[src/rtl/pgm_vram_arbiter.sv]
// Video RAM arbiter: one single-port RAM shared by line fetch, sprite fetch and the 68k CPU.
// Fixed priority during active display, round-robin in blanking, with a CPU starvation guard.
module pgm_vram_arbiter #(
  parameter int AW           = 16,
  parameter int DW           = 16,
  parameter int RD_LAT       = 2,
  parameter int CPU_MAX_WAIT = 8
) (
  input  logic          clk,
  input  logic          reset_n,
  input  logic          vid_active,
  input  logic          lf_req,
  input  logic [AW-1:0] lf_addr,
  output logic          lf_gnt,
  output logic          lf_rvalid,
  input  logic          spr_req,
  input  logic [AW-1:0] spr_addr,
  output logic          spr_gnt,
  output logic          spr_rvalid,
  input  logic          cpu_req,
  input  logic          cpu_we,
  input  logic [AW-1:0] cpu_addr,
  input  logic [DW-1:0] cpu_wdata,
  output logic          cpu_gnt,
  output logic          cpu_rvalid,
  output logic [DW-1:0] rdata,
  output logic          mem_en,
  output logic          mem_we,
  output logic [AW-1:0] mem_addr,
  output logic [DW-1:0] mem_wdata,
  input  logic [DW-1:0] mem_rdata
);

  typedef enum logic [1:0] {RR_LF = 2'd0, RR_SPR = 2'd1, RR_CPU = 2'd2} rr_e;
  typedef enum logic [1:0] {TAG_NONE = 2'd0, TAG_LF = 2'd1, TAG_SPR = 2'd2, TAG_CPU = 2'd3} tag_e;

  localparam logic [7:0] MAX_WAIT = 8'(CPU_MAX_WAIT);

  rr_e           rr_q, rr_d;
  logic [7:0]    starve_q, starve_d;
  logic          lf_gnt_q, lf_gnt_d;
  logic          spr_gnt_q, spr_gnt_d;
  logic          cpu_gnt_q, cpu_gnt_d;
  logic          mem_en_q, mem_en_d;
  logic          mem_we_q, mem_we_d;
  logic [AW-1:0] mem_addr_q, mem_addr_d;
  logic [DW-1:0] mem_wdata_q, mem_wdata_d;
  tag_e          tag_q [RD_LAT];
  tag_e          tag_d [RD_LAT];
  logic          lf_rvalid_q, lf_rvalid_d;
  logic          spr_rvalid_q, spr_rvalid_d;
  logic          cpu_rvalid_q, cpu_rvalid_d;
  logic [DW-1:0] rdata_q, rdata_d;

  logic lf_elig, spr_elig, cpu_elig, cpu_force;
  logic win_lf, win_spr, win_cpu;
  tag_e tag_in, tag_out;

  // A requester whose grant pulse is showing this cycle sits out one decision.
  always_comb begin
    lf_elig   = lf_req  & ~lf_gnt_q;
    spr_elig  = spr_req & ~spr_gnt_q;
    cpu_elig  = cpu_req & ~cpu_gnt_q;
    cpu_force = cpu_elig && (starve_q >= MAX_WAIT);
    win_lf    = 1'b0;
    win_spr   = 1'b0;
    win_cpu   = 1'b0;
    if (cpu_force) begin
      win_cpu = 1'b1;
    end else if (vid_active) begin
      if (lf_elig)       win_lf  = 1'b1;
      else if (spr_elig) win_spr = 1'b1;
      else if (cpu_elig) win_cpu = 1'b1;
    end else begin
      case (rr_q)
        RR_SPR: begin
          if (spr_elig)      win_spr = 1'b1;
          else if (cpu_elig) win_cpu = 1'b1;
          else if (lf_elig)  win_lf  = 1'b1;
        end
        RR_CPU: begin
          if (cpu_elig)      win_cpu = 1'b1;
          else if (lf_elig)  win_lf  = 1'b1;
          else if (spr_elig) win_spr = 1'b1;
        end
        default: begin
          if (lf_elig)       win_lf  = 1'b1;
          else if (spr_elig) win_spr = 1'b1;
          else if (cpu_elig) win_cpu = 1'b1;
        end
      endcase
    end
  end

  always_comb begin
    rr_d = rr_q;
    if (!vid_active) begin
      if (win_lf)       rr_d = RR_SPR;
      else if (win_spr) rr_d = RR_CPU;
      else if (win_cpu) rr_d = RR_LF;
    end

    starve_d = starve_q;
    if (!cpu_req || cpu_gnt_q || win_cpu) starve_d = '0;
    else if (starve_q != 8'hFF)           starve_d = starve_q + 8'd1;

    lf_gnt_d  = win_lf;
    spr_gnt_d = win_spr;
    cpu_gnt_d = win_cpu;
    mem_en_d  = win_lf | win_spr | win_cpu;
    mem_we_d  = win_cpu & cpu_we;

    mem_addr_d = mem_addr_q;
    if (win_lf)       mem_addr_d = lf_addr;
    else if (win_spr) mem_addr_d = spr_addr;
    else if (win_cpu) mem_addr_d = cpu_addr;

    mem_wdata_d = mem_we_d ? cpu_wdata : mem_wdata_q;
  end

  // Tag of the read issued this cycle travels alongside the RAM latency.
  always_comb begin
    tag_in = TAG_NONE;
    if (mem_en_q && !mem_we_q) begin
      if (lf_gnt_q)       tag_in = TAG_LF;
      else if (spr_gnt_q) tag_in = TAG_SPR;
      else                tag_in = TAG_CPU;
    end
    tag_d[0] = tag_in;
    for (int i = 1; i < RD_LAT; i++) tag_d[i] = tag_q[i-1];

    tag_out      = tag_q[RD_LAT-1];
    lf_rvalid_d  = (tag_out == TAG_LF);
    spr_rvalid_d = (tag_out == TAG_SPR);
    cpu_rvalid_d = (tag_out == TAG_CPU);
    rdata_d      = (tag_out != TAG_NONE) ? mem_rdata : rdata_q;
  end

  always_ff @(posedge clk or negedge reset_n) begin
    if (!reset_n) begin
      rr_q         <= RR_LF;
      starve_q     <= '0;
      lf_gnt_q     <= 1'b0;
      spr_gnt_q    <= 1'b0;
      cpu_gnt_q    <= 1'b0;
      mem_en_q     <= 1'b0;
      mem_we_q     <= 1'b0;
      mem_addr_q   <= '0;
      mem_wdata_q  <= '0;
      for (int i = 0; i < RD_LAT; i++) tag_q[i] <= TAG_NONE;
      lf_rvalid_q  <= 1'b0;
      spr_rvalid_q <= 1'b0;
      cpu_rvalid_q <= 1'b0;
      rdata_q      <= '0;
    end else begin
      rr_q         <= rr_d;
      starve_q     <= starve_d;
      lf_gnt_q     <= lf_gnt_d;
      spr_gnt_q    <= spr_gnt_d;
      cpu_gnt_q    <= cpu_gnt_d;
      mem_en_q     <= mem_en_d;
      mem_we_q     <= mem_we_d;
      mem_addr_q   <= mem_addr_d;
      mem_wdata_q  <= mem_wdata_d;
      for (int i = 0; i < RD_LAT; i++) tag_q[i] <= tag_d[i];
      lf_rvalid_q  <= lf_rvalid_d;
      spr_rvalid_q <= spr_rvalid_d;
      cpu_rvalid_q <= cpu_rvalid_d;
      rdata_q      <= rdata_d;
    end
  end

  assign lf_gnt     = lf_gnt_q;
  assign spr_gnt    = spr_gnt_q;
  assign cpu_gnt    = cpu_gnt_q;
  assign mem_en     = mem_en_q;
  assign mem_we     = mem_we_q;
  assign mem_addr   = mem_addr_q;
  assign mem_wdata  = mem_wdata_q;
  assign lf_rvalid  = lf_rvalid_q;
  assign spr_rvalid = spr_rvalid_q;
  assign cpu_rvalid = cpu_rvalid_q;
  assign rdata      = rdata_q;

endmodule
[config.mk]
export PLATFORM = sky130hd
export DESIGN_NAME = pgm_vram_arbiter
export DESIGN_NICKNAME = d
export VERILOG_FILES = /design/src/rtl/pgm_vram_arbiter.sv
export SDC_FILE = /design/constraint.sdc
export NUM_CORES = 1
export LEC_CHECK = 0
export CORE_MARGIN = 3
export CORE_UTILIZATION = 46
export CTS_BUF_LIST = sky130_fd_sc_hd__clkbuf_4
export CTS_CLUSTER_DIAMETER = 40
export CTS_CLUSTER_SIZE = 24
export DETAILED_ROUTE_END_ITERATION = 8
export GPL_TIMING_DRIVEN = 0
export HOLD_SLACK_MARGIN = 0.15
export MAX_ROUTING_LAYER = met4
export PLACE_DENSITY_LB_ADDON = 0.12
export RECOVER_POWER = 50
export SETUP_SLACK_MARGIN = 0.02
export SKIP_CTS_REPAIR_TIMING = 1
export SYNTH_ARGS = -nofsm -noshare
export SYNTH_HDL_FRONTEND = slang
export SYNTH_SLANG_ARGS = --single-unit
[constraint.sdc]
create_clock -name clk -period 7.1 [get_ports clk]
set_input_delay 1.42 -clock clk [delete_from_list [all_inputs] [get_ports clk]]
set_output_delay 1.42 -clock clk [all_outputs]
set_load 0.01 [all_outputs]
# [Word level (Yosys, flattened, before mapping)]
# Cells that the tools add are included.
[totals] reg_bits=70 latchBits=0 mem_bits_rw=0 mem_bits_ro=0 inputBits=87 mem_count=0
[op_classes] add_sub_neg=1 n_mul=0 div=0 magnitude_cmp=1 n_eq_ne=6 shift=0 mux=29 bitwise=10 n_reduce_logical=10
[ops] op="two-way mux 16 bit" count=3
[ops] op="two-way mux 1 bit" count=16
[ops] op="two-way mux 8 bit" count=2
[ops] op="two-way mux 2 bit" count=5
[ops] op="adder 8 x 1 -> 8 bit, second input constant" count=1
[ops] op=">= comparator 8 x 4 -> 1 bit, second input constant" count=1
[ops] op="!= test 8 bit, second input constant" count=1
[ops] op="equality test 2 bit, second input constant" count=3
[ops] op="one-hot mux 1 bit (2 select lines)" count=3
[ops] op="bitwise AND 1 bit" count=4
[ops] op="equality test 2 x 1 -> 1 bit, second input constant" count=2
[ops] op="NOT 1 bit" count=4
[ops] op="nonzero test 2 bit" count=2
[ops] op="nonzero test 3 bit" count=1
[ops] op="logical AND 1 bit" count=2
[ops] op="zero test 1 bit" count=2
[ops] op="logical OR 1 bit" count=2
[ops] op="OR 1 bit" count=2
[ops] op="AND reduction 2 bit" count=1

# [Logic depth before layout (Yosys ltp)]
# Gate-level depths: netlist of run 1.
[depth] word_depth=11 depth_mapped=10 depth_no_buf=7

# [Worst setup path before layout of run 1]
# No wires, ideal clock.
[synth_path] kind="input port to flip-flop" start="in vid_active" end="reg mem_addr_q[0] (netlist: mem_addr[0])" setup_ns=0.124 t_arrival_ns=2.865 slack_ns=4.111 cell_stages=7 path_cell_list="or3_1 > a21oi_1 > nor4_4 > a211o_1 > buf_6 > buf_8 > a2bb2oi_2"
[synth_via] elab_chain_cells=4 word_cells_on_any_way=9
[synth_rtl] item="start: declaration" line="11" source="input logic vid_active,"
[synth_rtl] item="two-way mux 1 bit" line="70" source="end else if (vid_active) begin"
[synth_rtl] item="two-way mux 1 bit" line="68" source="if (cpu_force) begin"
[synth_rtl] item="two-way mux 16 bit" line="115" source="else if (win_spr) mem_addr_d = spr_addr;"
[synth_rtl] item="two-way mux 16 bit" line="114" source="if (win_lf) mem_addr_d = lf_addr;"
[synth_rtl] item="end signal: assignment" line="163" source="mem_addr_q <= mem_addr_d;"
[synth_rtl] item="end: declaration" line="46" source="logic [AW-1:0] mem_addr_q, mem_addr_d;"
# Parallel ways exist; a longest one is shown, timed or not.
# A chain may end at the register's enable or synchronous reset.

==> run summary, run 1 <==
Based on the critical path, the design can be clocked at up to between 200 and 250 MHz. In this design, the stage delay of the slowest critical-path cell is 2.52 ns. For the worst setup path, the data required time is between 6 and 7 ns.

The synthesized netlist cell count is between 200 and 250. The hold path startpoint is tag_d[0]$_DFF_PN0_. The portion of the clock cycle consumed by the worst path in the final layout is 0.6052. In the routed design, unresolved DRC markers number 0.

The origin of the critical flop-to-flop path is rr_q[0]$_DFFE_PN0P_. For this run, the register share of the synthesized area comes to 0.5564. The longest clock path from root to sink contains 2 buffers. The worst-path cell with the longest stage delay is sky130_fd_sc_hd__clkbuf_1. Clock tree synthesis selected as its root buffer the cell sky130_fd_sc_hd__clkbuf_4. The most critical setup path has its startpoint at reset_n. The final max-slew violation count is between 70 and 80. The final setup violation count came out at 0. The logic depth of the worst register-to-register path came out at 8. The static leakage is between 2 and 2.5 nW. The number of flip-flops and latches in the synthesized netlist is 70. The peak ir drop on the vdd network came out at 0.1515 mV. The final reports fail on capacitance limit, slew limit.

The starting density of the core is 0.4847. The clock latency of the later-clocked register in the worst-skew pair is around 0.40 ns. The remaining number of nets flagged by the antenna check after routing came out at 0.

The worst setup path is of the input pin to asynchronous set/reset pin kind. The tightest slew margin relative to the limit came out at -1.429. The wire length of the first global-routing pass came out at 12290 um. The number of clock buffers added by TritonCTS is 9.

The post-layout minimum cycle time is 4.297 ns. The number of cells on the worst hold path came out at 0. The net count of the finished layout is around 500. The fraction of post-synthesis cell area in the top cell type by area came out at 0.5564. The clock sink total is 70.

Entering global routing, the biggest net connects 71 pins. The netlist uses 39 different library cells. The total placed cells including tap cells is ~460. For this run, the leading register cell type out of synthesis is sky130_fd_sc_hd__dfrtp_1.

On the critical path the largest part of the delay comes from buffers and inverters. The area of the die is 7872 um^2. Each instance of the synthesized netlist takes up on average ~13 um^2. The post-synthesis to final-layout area growth came out at 53.26%. The worst register-to-register path ends at mem_addr[3]$_DFFE_PN0P_. The total detailed-routing wirelength came out at ~8000 um. Clock-pin slew was measured on the worst setup and hold paths at ~0.11 ns. The H-tree depth came out at 3. The total of warnings raised by yosys came out at 0.

In this run the core area contains 29 standard-cell rows. After synthesis the cells add up to 3148 um^2. The via count came out at roughly 2.6k.

The path class of the tightest hold or removal check is register to register. The number of buffers inserted by port buffering is 142. By count the netlist is led by sky130_fd_sc_hd__dfrtp_1 (70), sky130_fd_sc_hd__mux2_2 (32), sky130_fd_sc_hd__inv_1 (24). At the worst endpoint, the arrival time is 3.99 ns.

The area of all placed cells without fillers came out at around 4800 um^2. The via count of the first global-routing pass is roughly 2.5k. The detailed-placement wirelength estimate is 6036 um. Across every metal layer, demand over resource in global routing totals 0.2131. In the final layout, the share of cells above drive strength 1 is 0.1625. STA classifies the critical path endpoint as an asynchronous set/reset pin.

The sort of element at the start of the critical path is an input pin. The setup slack on the worst flop-to-flop path is approximately 4.3 ns. The total I/O pin count came out at 143. The final count of hold timing violations is 0. The detail-routed net length per standard cell came out at around 17 um. At the end of routability-driven placement, the weighted congestion stood at between 0.7 and 0.8. The detailed-route vias per instance came out at roughly 5.4. The worst-margin pin slew came out at approximately 3.6 ns.

The count of TritonRoute iterations in the first routing pass is 4. The height of the die is 88.73 um. The width of the die is 88.73 um.

The total overflow left after global routing is 0. The clock skew is about 0.016 ns. The initial antenna violation count is 0. Ranked by total cell area, the synthesized netlist is headed by sky130_fd_sc_hd__dfrtp_1 (56%), sky130_fd_sc_hd__mux2_2 (11%), sky130_fd_sc_hd__a221o_1 (5.1%), sky130_fd_sc_hd__a32oi_1 (4.5%), sky130_fd_sc_hd__a2bb2oi_2 (3.8%). The number of fillers in the final layout came out at just under 500.

The leading area contributor after synthesis is sky130_fd_sc_hd__dfrtp_1. sky130_fd_sc_hd__dfrtp_1 is the most common cell in the netlist. The number of diodes is 0. In the final timing run, aggregate negative setup slack is 0 ns.

The flow ran to the end, but the final reports show violations. The number of enable flip-flop cells after synthesis came out at 0. The area of the core came out at 6495 um^2. The worst hold path terminates at tag_out[0]$_DFF_PN0_. The number of DRC violations after detailed-routing iteration 0 is 90. Counting flops with an async set or reset pin after synthesis yields a share of 1.000. The total power of the final layout is 1.671 mW. The number of maximum-capacitance violations came out at 1. The number of buffers and inverters on the critical path came out at 1. Setup repair after global routing left no endpoint under its margin.

The peak fanout along the critical path is 70. The total power density per cell area came out at about 350 nW/um^2. The count of cells in the finished layout, fillers not included, comes to between 400 and 500.

Once placement finished, the instance area stood at around 4700 um^2. Traced cell by cell, the critical path runs through clkbuf_1. The CTS tree is done.
==> cells in the final DEF (no fill, tap or decap), drive strengths merged, types with 3 or more instances in the layout <==
master	n
a21oi	5
a221o	16
a2bb2oi	16
a32oi	16
and2	3
buf	7
clkbuf	19
clkdlybuf4s50	134
conb	4
dfrtp	70
dlygate4sd3	7
ha	4
inv	25
mux2	32
nand2b	4
nor2	6
nor2b	4
o21ai	4
==> where the power goes <==
group | total (mW) | internal, mW | switching [mW]
Combinational | 0.777 | 0.454 | 0.323
Sequential | 0.611 | 0.533 | 0.0775
Clock | 0.283 | 0.141 | 0.142
==> metrics by stage <==
| step | utilization | hold WS [ns] | setup WS (ns) |
|---|---|---|---|
| 2_1_floorplan | - | 0.3312 | 4.111 |
| 3_3_place_gp | 0.7201 | 0.3325 | 2.225 |
| 3_5_place_dp | 0.7197 | 0.3417 | 3.190 |
| 4_1_cts | 0.7434 | 0.3675 | 3.676 |
| 5_1_grt | 0.7428 | 0.3711 | 2.083 |
| 6_report | 0.7428 | 0.3647 | 2.803 |
==> layout make-up <==
| type | count | area [um^2] | share of cell area |
|---|---|---|---|
| plain buffers | 16 | 83.83 | 0.01738 |
| clock buffers | 9 | 67.56 | 0.01400 |
| clock inverters | 6 | 86.33 | 0.01789 |
| inverters | 24 | 90.09 | 0.01867 |
| multi-input cells | 133 | 1234 | 0.2557 |
| flip-flops and latches | 70 | 1752 | 0.3631 |
| well taps | 77 | 96.34 | 0.01997 |
| repair buffers | 142 | 1415 | 0.2933 |
==> sequential cells by signal, summed over array words and instances (netlist names), 2 cells and up <==
name	flops
mem_addr	16
mem_wdata	16
rdata	16
starve_q	8
rr_q	2
tag_d	2
tag_out	2
==> worst max-delay path by stage <==
stage | cells past startpoint | endpoint | slack [ns]
floorplan | 7 | mem_addr[0]$_DFFE_PN0P_ | 4.11
detailed placement | 7 | mem_addr[4]$_DFFE_PN0P_ | 3.19
global placement | 1 | mem_wdata[10]$_DFFE_PN0P_ | 2.22
finish | 1 | rdata[9]$_DFFE_PN0P_ | 2.80
global route | 1 | mem_addr[13]$_DFFE_PN0P_ | 2.08
CTS | 7 | mem_addr[4]$_DFFE_PN0P_ | 3.68
==> logic make-up (layout without fill, tap and decap cells) <==
family | count (synthesis) | in the layout | synth area share
adders and majority gates | 4 | 4 | 0.01590
muxes | 33 | 33 | 0.1176
and+or+nand+nor | 25 | 25 | 0.05127
buffers and inverters | 40 | 197 | 0.05524
other | 1 | 4 | 0.001191
AOI/OAI and AO/OA | 67 | 67 | 0.2023
DFF | 70 | 70 | 0.5564
==> metal layers <==
metal	global-route usage	part of all wire	vias to the layer above
met3	0.04562	0.076	10
met1	0.2753	0.41	1249
li1	-	-	1209
met2	0.3306	0.50	105
met5	-	0	-
met4	0.07830	0.012	0
(Power assumes the default switching activity.)
==> run 2, diff against run 1 <==
CORE_UTILIZATION = 43   (was 46)
clock period = 4.35 ns   (was 7.1 ns; I/O delays follow)
==> run summary, run 2 (synthesis results as in run 1) <==
The total power density per cell area is 550.8 nW/um^2. The worst slack at placement is about 1.0 ns. The final setup violation count is 0.

The initial antenna violation count is 0. The final layout contains routed wiring with a total length of 7849 um. STA classifies the critical path startpoint as an input pin. The net count of the finished layout is between 400 and 500. The width of the die came out at 91.56 um.

The DRC violations left is 0. The peak clock frequency supported by timing is between 300 and 400 MHz. The detailed-route vias per instance is 5.133. The tightest slew margin relative to the limit is -0.1222. In this run the critical register-to-register path is captured at mem_addr[4]$_DFFE_PN0P_. The path with the worst hold slack has its endpoint at tag_out[0]$_DFF_PN0_. The remaining number of nets flagged by the antenna check after routing is 0. The worst-margin pin slew came out at 1.683 ns.

After routing, the total negative slack on setup checks comes to 0 ns. The setup slack on the worst flop-to-flop path is about 1.6 ns. Data on the critical path arrives at its endpoint at 3.37 ns. The library cell used most frequently in the layout, excluding fill and tap cells, is sky130_fd_sc_hd__clkdlybuf4s50_1. The final count of hold timing violations came out at 0. The area of the die is about 8400 um^2. The number of cells on the worst hold path came out at 0. Measured along the y axis, the die boundary spans approximately 92 um. The clock latency of the later-clocked register in the worst-skew pair is 0.40 ns. The pin count of the biggest net entering global routing came out at between 70 and 80. The starting density of the core is 0.4533. The number of placement rows came out at 30.

The post-layout minimum cycle time came out at between 3 and 4 ns. Before antenna repair, the detailed router went through 4 iterations. The library cells used most frequently in the layout, excluding fill and tap cells, are sky130_fd_sc_hd__clkdlybuf4s50_1 (140), sky130_fd_sc_hd__dfrtp_1 (70), sky130_fd_sc_hd__mux2_2 (32). The flow ran to the end, but the final reports show violations. The number of diodes is 0. The via count is around 2.6k. The peak fanout along the critical path came out at 10. In this run the critical register-to-register path is launched from rr_q[0]$_DFFE_PN0P_. The total power of the final layout came out at 2.659 mW. CTS built an H-tree with a depth of 3. The clock sink total is 70. Registers take around 1800 um^2. The category of the most critical setup path is input pin to register. The area of the core came out at approximately 6900 um^2. The number of DRC violations after detailed-routing iteration 0 is about 130. The final reports fail on capacitance limit, slew limit. The share of cells above drive strength 1 came out at 0.1671. Clock tree synthesis selected as its root buffer the cell sky130_fd_sc_hd__clkbuf_4. The global placer's final weighted congestion came out at 0.8787. The detail-routed net length per standard cell came out at ~16 um. The CTS buffer count came out at 9.

The detailed-placement wirelength estimate is roughly 5800 um. The required time at the worst-slack endpoint came out at 4.68 ns. The final critical-path setup slack is between 1 and 1.5 ns. The first global-routing pass estimated between 10000 and 15000 um of wire.

The total I/O pin count is around 140. The static leakage came out at 2.011 nW. The worst register-to-register path has a depth of 8. STA classifies the critical path endpoint as a register.

Setup repair after global routing left no endpoint under its margin. The portion of the clock cycle consumed by the worst path in the final layout came out at 0.6995. In this run the tool buffered the top-level ports with about 140 buffer cells.

The remaining global-route overflow is 0. The path class of the tightest hold or removal check is register to register. The worst hold path begins at tag_d[0]$_DFF_PN0_. After clock tree synthesis, the clock-pin slew on the worst setup and hold paths is about 0.1 ns.

Summing all multi-input logic gate instances after layout gives ~1200 um^2. The number of fillers in the final layout came out at around 560. The clock skew is roughly 0.0075 ns. The via count of the first global-routing pass came out at 2578. TritonCTS built the clock tree. IR analysis of the VDD net gives a maximum drop of approximately 0.26 mV. Compared with the post-synthesis result, the final layout area differs by 53.38%. The final max-slew violation count is between 70 and 80. Across every metal layer, demand over resource in global routing totals 0.1987.

Counting along the longest clock path gives a buffer depth of 2. Across the run, the number of max-cap violations was 1.
run 2: changes by cell type in the layout (fill, tap and decap cells not counted):
cell and delta:
sky130_fd_sc_hd__clkinv_2 +2, sky130_fd_sc_hd__clkbuf_4 +2, sky130_fd_sc_hd__clkbuf_1 -1, sky130_fd_sc_hd__inv_6 -1, sky130_fd_sc_hd__clkdlybuf4s50_1 +6, sky130_fd_sc_hd__clkinvlp_4 -1
sky130_fd_sc_hd__bufinv_16 -1, sky130_fd_sc_hd__clkbuf_2 +1, sky130_fd_sc_hd__dlygate4sd3_1 -6
run 2: cell type report:
cell class	count	area share
multi-input combinational	133	0.2555
clock buffer	11	0.01710
sequential	70	0.3628
inverter	24	0.01866
timing repair buffer	142	0.2933
tap	96	0.02488
buffer	16	0.01736
clock inverter	5	0.01037
run 2: routing by layer:
metal	GRT usage	vias to the layer above	wire, um
met3	0.04805	8	628
met1	0.2414	1209	3247
met5	-	-	0
met2	0.3183	119	3881
li1	-	1215	-
met4	0.08040	0	92
run 2: where the power goes:
| part | internal, mW | switching, mW |
|---|---|---|
| Sequential | 0.871 | 0.121 |
| Combinational | 0.743 | 0.524 |
| Clock | 0.185 | 0.216 |
| Total | 1.80 | 0.861 |
run 2: worst max-delay path, cell delays in order:
cell and delay [ns]:
sky130_fd_sc_hd__dlygate4sd3_1 0.61, sky130_fd_sc_hd__nor2_1 0.26, sky130_fd_sc_hd__o21ai_0 0.21, sky130_fd_sc_hd__a2111oi_4 0.64, sky130_fd_sc_hd__clkbuf_1 0.43, sky130_fd_sc_hd__a32oi_1 0.17
sky130_fd_sc_hd__a2bb2oi_2 0.17
run 2: per-stage QoR:
stage	instance area [um^2]	cells	util	hold WS, ns
2_1_floorplan	3159	243	-	0.3312
3_3_place_gp	4701	481	0.6769	0.3331
3_5_place_dp	4698	481	0.6766	0.3347
4_1_cts	4831	497	0.6957	0.3591
5_1_grt	4828	497	0.6953	0.3680
6_report	4828	497	0.6953	0.3572
run 2: worst max path at each step:
stage / startpoint / endpoint / slack [ns] / cells past startpoint
after detailed placement: vid_active / mem_addr[4]$_DFFE_PN0P_ / 1.0 / 7
after floorplan: vid_active / mem_addr[0]$_DFFE_PN0P_ / 1.91 / 7
after global routing: vid_active / mem_addr[4]$_DFFE_PN0P_ / 1.13 / 7
final: vid_active / mem_addr[4]$_DFFE_PN0P_ / 1.31 / 7
after global placement: reset_n / mem_wdata[14]$_DFFE_PN0P_ / 0.05 / 1
after CTS: vid_active / mem_addr[4]$_DFFE_PN0P_ / 1.42 / 7
==> run 3, diff against run 2 <==
clock period = 3.1 ns   (was 4.35 ns; I/O delays follow)
==> run summary, run 3 (synthesis results as in run 1) <==
The worst-margin pin slew is roughly 1.7 ns. The critical path contains buffers and inverters numbering 2 combined. The starting density of the core is 0.4533. Using the TritonRoute via totals, the vias-per-cell ratio works out to approximately 5.1.

The peak clock frequency supported by timing came out at 368.0 MHz. The total detailed-routing wirelength came out at between 7000 and 8000 um. 0 antenna diodes ended up in the layout. The clock sink total came out at 70.

The critical path crosses 8 cells after its start point. Fill cells in the final layout number approximately 560. The share of cells above drive strength 1 is 0.1671.

The area of the core came out at ~7000 um^2. The total power density per cell area is ~770 nW/um^2. The DRC violations left came out at 0. The tightest slew margin relative to the limit is -0.1222. The final setup violation count came out at 0.

Leaving out fill and tap cells, the most frequent cells in the layout are sky130_fd_sc_hd__clkdlybuf4s50_1 (132), sky130_fd_sc_hd__dfrtp_1 (70), sky130_fd_sc_hd__mux2_2 (32). The H-tree depth is 3. The height of the die is 91.56 um.

The width of the die is a little over 90 um. The largest individual stage delay along the critical path comes from the cell sky130_fd_sc_hd__a2111oi_4. In this run, the number of DRC markers left after iteration 0 of detailed routing was approximately 130. The clock tree root driver cell is sky130_fd_sc_hd__clkbuf_4. The remaining global-route overflow came out at 0. The most common cell after layout, fill and taps aside is sky130_fd_sc_hd__clkdlybuf4s50_1.

The initial antenna violation count came out at 0. The detail-routed net length per standard cell is roughly 16 um. The static leakage is approximately 2.0 nW. TritonCTS built the clock tree. The detailed-placement wirelength estimate is around 5800 um. The via count came out at approximately 2.5k.

The required time at the worst-slack endpoint came out at 3.43 ns. The clock input transition at the sequential cells of the worst setup and hold paths is about 0.10 ns. Clock skew on the completed layout was measured at 0.007527 ns. In this run the critical register-to-register path is launched from rr_q[0]$_DFFE_PN0P_. Across the run, the number of max-cap violations was 1. In this run the critical register-to-register path is captured at mem_addr[4]$_DFFE_PN0P_.

The final count of hold timing violations is 0. At the worst endpoint, the arrival time is a little over 3 ns. The total routing usage reported by global routing is 0.1987. The stage delay of the slowest cell on the critical path came out at 0.64 ns. The wire length of the first global-routing pass is 12740 um. The clock latency of the later-clocked register in the worst-skew pair came out at around 0.40 ns. Measured in cells, the most critical reg-to-reg path has a length of 8. The run finished, with violations left.

The worst min-delay path class is register to register. The final max-slew violation count came out at ~70. Entering global routing, the biggest net connects a little over 70 pins. The peak ir drop on the vdd network came out at between 0.3 and 0.4 mV. The first element of the critical path is rr_q[0]$_DFFE_PN0P_. The maximum root-to-sink buffer count came out at 2. The remaining number of nets flagged by the antenna check after routing came out at 0. The termination of the worst setup path is mem_addr[4]$_DFFE_PN0P_. Clock tree synthesis inserted a total of 9 buffers. The peak fanout along the critical path came out at 10. The net count of the finished layout came out at approximately 490.

Summing internal, switching and leakage power gives around 3.7 mW. The post-layout minimum cycle time came out at roughly 2.7 ns. The via count of the first global-routing pass is ~2.6k.

The count of TritonRoute iterations in the first routing pass is 4. The setup path with the least slack is of type register to register. During placement, the flow inserted port buffers numbering between 100 and 150.

The checks that failed: capacitance limit, slew limit. The global placer's final weighted congestion came out at between 0.8 and 0.9. The setup slack on the worst flop-to-flop path is 0.38 ns. In this design, the largest share of critical-path delay is due to compound AO/OA/AOI/OAI gates. The floorplan has 30 rows. The die covers approximately 8400 um^2. Setup repair after global routing left no endpoint under its margin. The portion of the clock cycle consumed by the worst path in the final layout came out at 0.8767.

The post-synthesis to final-layout area growth came out at 53.38%. The worst setup path is launched from a register. The signal on the critical path passes through inv_1 > ha_1 > nor2_1 > o21ai_0 > a2111oi_4 > clkbuf_1 > a32oi_1 > a2bb2oi_2. The utilization of the core after routing came out at 0.6953. The total I/O pin count came out at approximately 140. The critical path endpoint category is a register.
[run 3: routing by layer]
| metal | vias up | GRT usage | routed length [um] |
|---|---|---|---|
| met5 | - | - | 0 |
| met4 | 0 | 0.08040 | 92 |
| met3 | 8 | 0.04805 | 626 |
| met2 | 117 | 0.3183 | 3880 |
| met1 | 1208 | 0.2414 | 3248 |
| li1 | 1216 | - | - |
[run 3: cell type report]
class,instances,area (um^2),area share
multi-input cells,133,1234,0.2555
clock buffers,11,82.58,0.01710
inverters,24,90.09,0.01866
flip-flops and latches,70,1752,0.3628
well taps,96,120.1,0.02488
plain buffers,16,83.83,0.01736
repair buffers,142,1416,0.2933
clock inverters,5,50.05,0.01037
[run 3: metrics by stage]
stage	instances	setup WS (ns)	hold slack [ns]	setup TNS [ns]	instance area, um^2
after detailed placement	481	-0.001854	0.3347	-0.001854	4698
final	497	0.3822	0.3572	0	4828
after CTS	497	0.3583	0.3340	0	4831
after global routing	497	0.1380	0.3680	0	4828
after floorplan	243	0.7877	0.3244	0	3159
after global placement	481	-0.9549	0.3331	-66.54	4701
[run 3: power breakdown]
group / leakage, nW / switching (mW) / internal [mW]
Clock: 0.0804 / 0.303 / 0.259
Combinational: 1.10 / 0.735 / 1.03
Sequential: 0.841 / 0.168 / 1.22
[run 3: worst min-delay path by stage]
stage          depth (start not counted)  slack (ns)                from                    to
3_5_place_dp                           0        0.33  tag_d[0]$_DFF_PN0_  tag_out[0]$_DFF_PN0_
2_1_floorplan                          0        0.32             reset_n     cpu_gnt$_DFF_PN0_
4_1_cts                                1        0.33             reset_n      mem_we$_DFF_PN0_
3_3_place_gp                           0        0.33  tag_d[1]$_DFF_PN0_  tag_out[1]$_DFF_PN0_
5_1_grt                                0        0.37  tag_d[0]$_DFF_PN0_  tag_out[0]$_DFF_PN0_
6_report                               0        0.36  tag_d[0]$_DFF_PN0_  tag_out[0]$_DFF_PN0_
